## config.mk

```make
export PLATFORM = sky130hd
export DESIGN_NAME = pipelined_adder
export DESIGN_NICKNAME = d
export VERILOG_FILES = /design/src/rtl/adder_pkg.sv /design/src/rtl/adder_slice.sv /design/src/rtl/pipelined_adder.sv
export SDC_FILE = /design/constraint.sdc
export NUM_CORES = 1
export LEC_CHECK = 0
export ABC_AREA = 1
export CAP_MARGIN = 15
export CORE_ASPECT_RATIO = 2
export CORE_MARGIN = 5
export CORE_UTILIZATION = 50
export CTS_BUF_LIST = sky130_fd_sc_hd__clkbuf_4 sky130_fd_sc_hd__clkbuf_8
export CTS_CLUSTER_SIZE = 8
export DETAILED_ROUTE_END_ITERATION = 7
export PLACE_DENSITY = 0.81
export SYNTH_ARGS = -nofsm -noshare
export SYNTH_HDL_FRONTEND = slang
export SYNTH_SLANG_ARGS = --single-unit
export TNS_END_PERCENT = 10
```

## constraint.sdc

```tcl
create_clock -name clk -period 4.6 [get_ports clk]
set_input_delay 0.92 -clock clk [delete_from_list [all_inputs] [get_ports clk]]
set_output_delay 0.92 -clock clk [all_outputs]
set_load 0.01 [all_outputs]
```

## src/rtl/adder_pkg.sv

```systemverilog
// rtl/adder_pkg.sv - shared constants, stage-count helper and stage record for the pipelined adder
package adder_pkg;

    localparam int DEF_WIDTH = 16;
    localparam int DEF_CHUNK = 4;

    function automatic int stages(input int width, input int chunk);
        return width / chunk;
    endfunction

    // Operands travel full width so every stage indexes its own chunk directly.
    typedef struct packed {
        logic                 valid;
        logic                 carry;
        logic                 c_msb;
        logic [DEF_WIDTH-1:0] sum;
        logic [DEF_WIDTH-1:0] a;
        logic [DEF_WIDTH-1:0] b;
    } stage_rec_t;

endpackage

```

## src/rtl/adder_slice.sv

```systemverilog
// rtl/adder_slice.sv - combinational CHUNK-bit ripple-carry slice
module adder_slice
    import adder_pkg::*;
#(
    parameter int CHUNK = DEF_CHUNK
) (
    input  logic [CHUNK-1:0] a,
    input  logic [CHUNK-1:0] b,
    input  logic             ci,
    output logic [CHUNK-1:0] s,
    output logic             co,
    output logic             c_msb
);

    logic [CHUNK:0] c;

    always_comb begin
        c    = '0;
        s    = '0;
        c[0] = ci;
        for (int i = 0; i < CHUNK; i++) begin
            s[i]   = a[i] ^ b[i] ^ c[i];
            c[i+1] = (a[i] & b[i]) | (c[i] & (a[i] ^ b[i]));
        end
    end

    assign co    = c[CHUNK];
    assign c_msb = c[CHUNK-1];

endmodule

```

## src/rtl/pipelined_adder.sv

```systemverilog
// rtl/pipelined_adder.sv - WIDTH-bit add/subtract split into CHUNK-bit register stages with valid/ready
module pipelined_adder
    import adder_pkg::*;
#(
    parameter int WIDTH = DEF_WIDTH,
    parameter int CHUNK = DEF_CHUNK
) (
    input  logic             clk,
    input  logic             rst,
    input  logic             in_valid,
    output logic             in_ready,
    input  logic [WIDTH-1:0] a,
    input  logic [WIDTH-1:0] b,
    input  logic             cin,
    input  logic             sub,
    output logic             out_valid,
    input  logic             out_ready,
    output logic [WIDTH-1:0] sum,
    output logic             cout,
    output logic             ovf
);

    localparam int STAGES = stages(WIDTH, CHUNK);

    if ((WIDTH % CHUNK) != 0 || STAGES < 1) begin : g_bad_cfg
        $fatal(1, "pipelined_adder: WIDTH must be a non-zero multiple of CHUNK");
    end

    typedef struct packed {
        logic             valid;
        logic             carry;
        logic             c_msb;
        logic [WIDTH-1:0] sum;
        logic [WIDTH-1:0] a;
        logic [WIDTH-1:0] b;
    } stage_t;

    stage_t in_rec;
    stage_t pipe_d [STAGES];
    stage_t pipe_q [STAGES];
    logic   adv;

    // The whole pipe moves in lockstep; only the output register can stall it.
    assign adv      = !pipe_q[STAGES-1].valid || out_ready;
    assign in_ready = adv;

    always_comb begin
        in_rec       = '0;
        in_rec.valid = in_valid;
        in_rec.a     = a;
        in_rec.b     = sub ? ~b : b;
        in_rec.carry = sub ? 1'b1 : cin;
    end

    for (genvar k = 0; k < STAGES; k++) begin : g_stage
        stage_t           src;
        stage_t           nxt;
        logic [CHUNK-1:0] s;
        logic             co;
        logic             c_msb;

        if (k == 0) begin : g_first
            assign src = in_rec;
        end else begin : g_next
            assign src = pipe_q[k-1];
        end

        adder_slice #(
            .CHUNK(CHUNK)
        ) u_slice (
            .a    (src.a[k*CHUNK +: CHUNK]),
            .b    (src.b[k*CHUNK +: CHUNK]),
            .ci   (src.carry),
            .s    (s),
            .co   (co),
            .c_msb(c_msb)
        );

        always_comb begin
            nxt                       = src;
            nxt.sum[k*CHUNK +: CHUNK] = s;
            nxt.carry                 = co;
            nxt.c_msb                 = c_msb;
        end

        assign pipe_d[k] = nxt;
    end

    always_ff @(posedge clk or posedge rst) begin
        if (rst) begin
            for (int i = 0; i < STAGES; i++) begin
                pipe_q[i] <= '0;
            end
        end else if (adv) begin
            for (int i = 0; i < STAGES; i++) begin
                pipe_q[i] <= pipe_d[i];
            end
        end
    end

    assign out_valid = pipe_q[STAGES-1].valid;
    assign sum       = pipe_q[STAGES-1].sum;
    assign cout      = pipe_q[STAGES-1].carry;
    assign ovf       = pipe_q[STAGES-1].carry ^ pipe_q[STAGES-1].c_msb;

endmodule

```

==> results of run 1 <==
[sequential cells by signal (all words and copies together) (netlist names)]
signal / count
cout: 1
out_valid: 1
g_stage.src: 3
sum: 16
g_stage.nxt: 75
pipe_q: 1
[worst min-delay path, cell delays in order (launching register included)]
cell     delay [ns]
dfrtp_1        0.33
inv_1          0.05
nand2_1        0.06
[metal layers]
| layer | wire length, um | GRT usage | up-vias |
|---|---|---|---|
| met3 | 309 | 0.0291 | 10 |
| met1 | 3030 | 0.188 | 1326 |
| met2 | 3730 | 0.262 | 47 |
| li1 | - | - | 1493 |
| met4 | 144 | 0.0664 | 0 |
| met5 | 0 | 0 | - |
[synthesized netlist by cell type]
| cell | count |
|---|---|
| nand2_1 | 213 |
| dfrtp_1 | 97 |
| inv_1 | 52 |
| o21ai_0 | 44 |
| buf_4 | 22 |
| fa_1 | 16 |
| buf_2 | 13 |
| nand3_1 | 12 |
| clkbuf_1 | 4 |
| xor2_1 | 3 |
| xnor2_1 | 2 |
| inv_2 | 1 |
| nand2_2 | 1 |
| nor2_1 | 1 |
| nor2_4 | 1 |
[metrics by stage]
step	cells	hold slack (ns)	setup WS, ns
after detailed placement	605	0.458	0.867
after floorplan	482	0.420	1.15
after CTS	621	0.478	1.26
final	621	0.472	1.28
after global routing	621	0.492	1.17
after global placement	605	0.431	1.05
[layout by cell type, fill, tap and decap left out, types with 2 or more instances in the layout]
master,Yosys,layout
clkbuf_8,0,9
xor2_1,3,3
buf_4,22,5
xnor2_1,2,2
dfrtp_1,97,97
inv_1,52,51
nand2_1,213,213
bufinv_16,0,2
o21ai_0,44,44
nand3_1,12,12
fa_1,16,16
clkdlybuf4s50_1,0,57
clkbuf_4,0,4
[power breakdown]
part / switching, W / leakage, nW / internal, W
logic: 0.000572 / 1.29 / 0.000461
registers: 0.000190 / 1.17 / 0.00123
clock network: 0.000267 / 0.115 / 0.000330
total: 0.00103 / 2.58 / 0.00202
[logic make-up (layout without fill, tap and decap cells)]
logic type | after synthesis | count (layout) | share of synthesized area
AND/OR/NAND/NOR | 228 | 228 | 0.203
buffers and inverters | 92 | 131 | 0.102
adder cells (fa/ha/maj) | 16 | 16 | 0.0739
AO/OA/AOI/OAI | 44 | 44 | 0.0508
XOR/XNOR | 5 | 5 | 0.0101
flip-flops | 97 | 97 | 0.560
[worst max path at each step]
stage               cells past startpoint  start                 end
global route                           11    sub  g_stage[1].nxt[35]
global placement                       11    sub  g_stage[1].nxt[35]
CTS                                    11    sub  g_stage[1].nxt[35]
finish                                 11    sub  g_stage[1].nxt[35]
detailed placement                     11    sub  g_stage[1].nxt[35]
floorplan                               1    rst                cout
[cell type report]
class,instances,area share
flip-flops and latches,97,0.481
multi-input cells,293,0.290
repair buffers,62,0.121
inverters,53,0.0399
clock buffers,13,0.0305
well taps,100,0.0248
clock inverters,3,0.0129
==> impl_metrics.env, run 1 <==
export IMPL_drc=0
export IMPL_core_sq_mm=0.00859
export IMPL_path_max_fanout=9
export IMPL_seq_area_sq_mm=0.00243
export IMPL_crit_top_cell="fa_1"
export IMPL_cp_arrival_ns=3.56
export IMPL_worst_pin_slew_ns=0.920
export IMPL_grt_max_degree=95
export IMPL_finalWirelength_um=7210
export IMPL_n_antenna_cell=0
export IMPL_multiInputGateArea_sq_mm=0.00147
export IMPL_design_area_sq_mm=0.00505
export IMPL_maxCapViolCount=0
export IMPL_ys_seq_area_frac=0.560
export IMPL_die_area_sq_mm=0.0107
export IMPL_floorplan_initialDensity=0.505
export IMPL_synth_nets=536
export IMPL_viasPerCell=4.63
export IMPL_gr_total_overflow=0
export IMPL_timing_rr_start="g_stage[1].nxt[4]"
export IMPL_finalPower_w=0.00305
export IMPL_crit_chain="clkdlybuf4s50_1 > xnor2_1 > fa_1 > inv_1 > fa_1 > inv_1 > fa_1 > inv_1 > fa_1 > nand2_1 > nand2_1"
export IMPL_end_kind="register"
export IMPL_hold_viol_final=0
export IMPL_holdCritPathClass="reg -> reg"
export IMPL_synth_top_area_cell="dfrtp_1"
export IMPL_die_width_um=75.9
export IMPL_avgSynthCellArea_sq_um=9.00
export IMPL_vias=2876
export IMPL_cts_buffers=9
export IMPL_h_tree_depth=3
export IMPL_slew_violations=0
export IMPL_portBuffers=57
export IMPL_synthDistinctLibCells=15
export IMPL_ios=58
export IMPL_cts_sinks=97
export IMPL_rsz0062_at_grt="no"
export IMPL_wl_per_cell_um=11.6
export IMPL_synth_top_cell_area_share=0.560
export IMPL_cts_tree="yes"
export IMPL_drive_above_1_share=0.0480
export IMPL_detailedRoute_firstIterationViolations=188
export IMPL_antenna_found_initial=0
export IMPL_reg2reg_depth=8
export IMPL_crit_type="in -> reg"
export IMPL_clk_pin_slew_worst_paths_ns=0.08
export IMPL_r2r_end="g_stage[2].nxt[39]"
export IMPL_place_gp_congestion=0.738
export IMPL_grt_pass1_vias=2938
export IMPL_powerDensity_mw_per_mm2=604
export IMPL_synth_area_sq_mm=0.00434
export IMPL_hold_end="out_valid"
export IMPL_ctsResizeCount=0
export IMPL_setup_viol=0
export IMPL_crit_family="adder cells"
export IMPL_root_buffer="clkbuf_8"
export IMPL_finalNetCount=570
export IMPL_chipHeight_um=142
export IMPL_ys_top_cells_by_area="dfrtp_1, nand2_1, fa_1, o21ai_0, inv_1"
export IMPL_syn_to_final_growth_pct=16.4
export IMPL_startpoint_type="input pin"
export IMPL_path_buf_inv=4
export IMPL_min_period_ns=3.32
export IMPL_slowest_stage="clkdlybuf4s50_1"
export IMPL_ys_ff_latch=97
export IMPL_post_cts_buffers=0
export IMPL_yosys_warnings=0
export IMPL_grt_usage=0.155
export IMPL_slew_headroom=0.385
export IMPL_grt_pass1_wl_um=13000
export IMPL_holdPathStages=2
export IMPL_setup_tns_ns=0
export IMPL_irDropWorstVdd_uv=222
export IMPL_postPlaceCellArea_sq_mm=0.00483
export IMPL_max_stage_delay_ns=0.73
export IMPL_clk_path_buf_depth=2
export IMPL_status="finished, final reports clean"
export IMPL_final_util=0.588
export IMPL_row_count=48
export IMPL_hold_start="g_stage[3].nxt[50]"
export IMPL_place_detailed_hpwl_um=5080
export IMPL_reg2reg_slack_ns=2.43
export IMPL_fillCellCount=778
export IMPL_syn_instance_count=482
export IMPL_first_pass_iters=4
export IMPL_clock_latency_ns=0.35
export IMPL_ctsHoldBuffers=0
export IMPL_cp_required_ns=4.84
export IMPL_antenna_left=0
export IMPL_p_leak_nw=2.58
export IMPL_final_period_utilization=0.722
export IMPL_max_freq_mhz=301
export IMPL_finClkSkew_ns=0.00776
Note: power is estimated with default switching activity, not from simulation.
==> run 2, diff against run 1 <==
--- a/config.mk
+++ b/config.mk
@@ -13,7 +13,7 @@
 export CTS_BUF_LIST = sky130_fd_sc_hd__clkbuf_4 sky130_fd_sc_hd__clkbuf_8
 export CTS_CLUSTER_SIZE = 8
 export DETAILED_ROUTE_END_ITERATION = 7
-export PLACE_DENSITY = 0.81
+export PLACE_DENSITY = 0.83
 export SYNTH_ARGS = -nofsm -noshare
 export SYNTH_HDL_FRONTEND = slang
 export SYNTH_SLANG_ARGS = --single-unit
==> constraint.sdc (replaced) <==
create_clock -name clk -period 3 [get_ports clk]
set_input_delay 0.6 -clock clk [delete_from_list [all_inputs] [get_ports clk]]
set_output_delay 0.6 -clock clk [all_outputs]
set_load 0.01 [all_outputs]
==> run 2 against run 1 <==
  * Non-clock buffer count unchanged
  * Clock power grew 26%
  * Die area is the same
  * Critical path type unchanged
  * Critical endpoint unchanged
  * Highest routed layer unchanged
==> impl_metrics.env, run 2 (synthesis results as in run 1) <==
export IMPL_maxCapViolCount=0
export IMPL_root_buffer="clkbuf_8"
export IMPL_grt_pass1_vias=2912
export IMPL_core_sq_mm=0.00859
export IMPL_use_met1=0.180
export IMPL_end_kind="register"
export IMPL_place_detailed_hpwl_um=4780
export IMPL_seq_area_sq_mm=0.00243
export IMPL_rsz0062_at_grt="no"
export IMPL_n_antenna_cell=0
export IMPL_grtUsageMet2=0.240
export IMPL_setup_tns_ns=0
export IMPL_reg2reg_slack_ns=0.81
export IMPL_die_area_sq_mm=0.0107
export IMPL_final_util=0.588
export IMPL_post_cts_buffers=0
export IMPL_portBuffers=57
export IMPL_irDropWorstVdd_uv=393
export IMPL_busiest_layer="met2"
export IMPL_path_max_fanout=9
export IMPL_startpoint_type="input pin"
export IMPL_drc=0
export IMPL_ios=58
export IMPL_largest_reg_flops=75
export IMPL_cts_tree="yes"
export IMPL_crit_type="in -> reg"
export IMPL_dpl_cell_count=605
export IMPL_min_period_ns=2.76
export IMPL_h_tree_depth=3
export IMPL_slew_violations=0
export IMPL_cts_sinks=97
export IMPL_first_pass_iters=4
export IMPL_drive_above_1_share=0.0480
export IMPL_vias=2932
export IMPL_max_freq_mhz=362
export IMPL_cp_arrival_ns=3.01
export IMPL_cts_buffers=9
export IMPL_grt_pass1_wl_um=12300
export IMPL_hold_viol_final=0
export IMPL_floorplan_initialDensity=0.505
export IMPL_clk_pin_slew_worst_paths_ns=0.09
export IMPL_chipHeight_um=142
export IMPL_wl_per_cell_um=11.3
export IMPL_cp_required_ns=3.25
export IMPL_grt_met3_usage=0.0284
export IMPL_setup_viol=0
export IMPL_viasPerCell=4.72
export IMPL_powerDensity_mw_per_mm2=896
export IMPL_clk_path_buf_depth=2
export IMPL_antenna_found_initial=0
export IMPL_setup_slack_ns=0.237
export IMPL_finalWirelength_um=7000
export IMPL_slew_headroom=0.431
export IMPL_fillCellCount=748
export IMPL_holdCritPathClass="reg -> reg"
export IMPL_detailedRoute_firstIterationViolations=212
export IMPL_ctsHoldBuffers=0
export IMPL_gr_total_overflow=0
export IMPL_row_count=48
export IMPL_final_period_utilization=0.921
export IMPL_dp_slack_ns=-0.147
export IMPL_antenna_left=0
export IMPL_finalNetCount=570
export IMPL_grt_usage=0.148
export IMPL_p_leak_nw=2.56
export IMPL_syn_to_final_growth_pct=16.4
export IMPL_design_area_sq_mm=0.00505
export IMPL_final_cell_mix="nand2_1, dfrtp_1, clkdlybuf4s50_1"
export IMPL_status="finished, final reports clean"
export IMPL_clock_latency_ns=0.35
export IMPL_ctsResizeCount=0
export IMPL_worst_pin_slew_ns=0.853
export IMPL_place_gp_congestion=0.764
export IMPL_die_width_um=75.9
export IMPL_grt_max_degree=98
export IMPL_layout_commonest_cell="nand2_1"
export IMPL_postPlaceCellArea_sq_mm=0.00487
export IMPL_finClkSkew_ns=0.0100
export IMPL_final_cells=621
export IMPL_multiInputGateArea_sq_mm=0.00147
==> run 2: cell count changes in the layout (fill, tap and decap cells not counted), sizes merged <==
cell,before,now
clkinv,1,3
clkbuf,13,10
bufinv,2,0
clkinvlp,0,3
==> run 2: metal layers <==
metal  up-vias  wire length (um)
met5         -                 0
met3        13               281
met2        58              3560
li1       1497                 -
met4         0               210
met1      1364              2950
==> run 2: final timing paths <==
path / from / end / cells after the start
min: g_stage[3].nxt[50] / out_valid / 2
max: sub / g_stage[1].nxt[35] / 12
max in group asynchronous: rst / g_stage[1].nxt[29] / 3
min reg2reg: g_stage[3].nxt[50] / out_valid / 2
max reg2reg: g_stage[2].nxt[8] / g_stage[3].nxt[43] / 8
min in group asynchronous: rst / sum[1] / 3
==> run 2: stage by stage <==
stage / total power, W / hold WS (ns)
detailed placement: 0.00383 / 0.443
floorplan: 0.00339 / 0.420
global route: 0.00496 / 0.486
finish: 0.00452 / 0.467
CTS: 0.00460 / 0.467
global placement: 0.00371 / 0.430
==> run 2: final cells by class <==
cell class	count	share of cell area
sequential	97	0.481
multi-input combinational	293	0.290
timing repair buffer	62	0.128
inverter	53	0.0402
clock buffer	10	0.0273
tap	100	0.0248
clock inverter	6	0.00843
==> run 2: report_power, final <==
| part | switching, W | internal, W | total (W) |
|---|---|---|---|
| clock network | 0.000431 | 0.000325 | 0.000756 |
| registers | 0.000284 | 0.00188 | 0.00217 |
| logic | 0.000880 | 0.000719 | 0.00160 |
| total | 0.00160 | 0.00293 | 0.00452 |
==> run 2: worst max-delay path, stage by stage <==
cell and delay, ns:
clkdlybuf4s50_1 0.45, buf_12 0.16, xnor2_1 0.15, fa_1 0.39, inv_1 0.07, fa_1 0.17
inv_1 0.05, fa_1 0.35, inv_1 0.08, fa_1 0.41, nand2_1 0.08, nand2_1 0.06
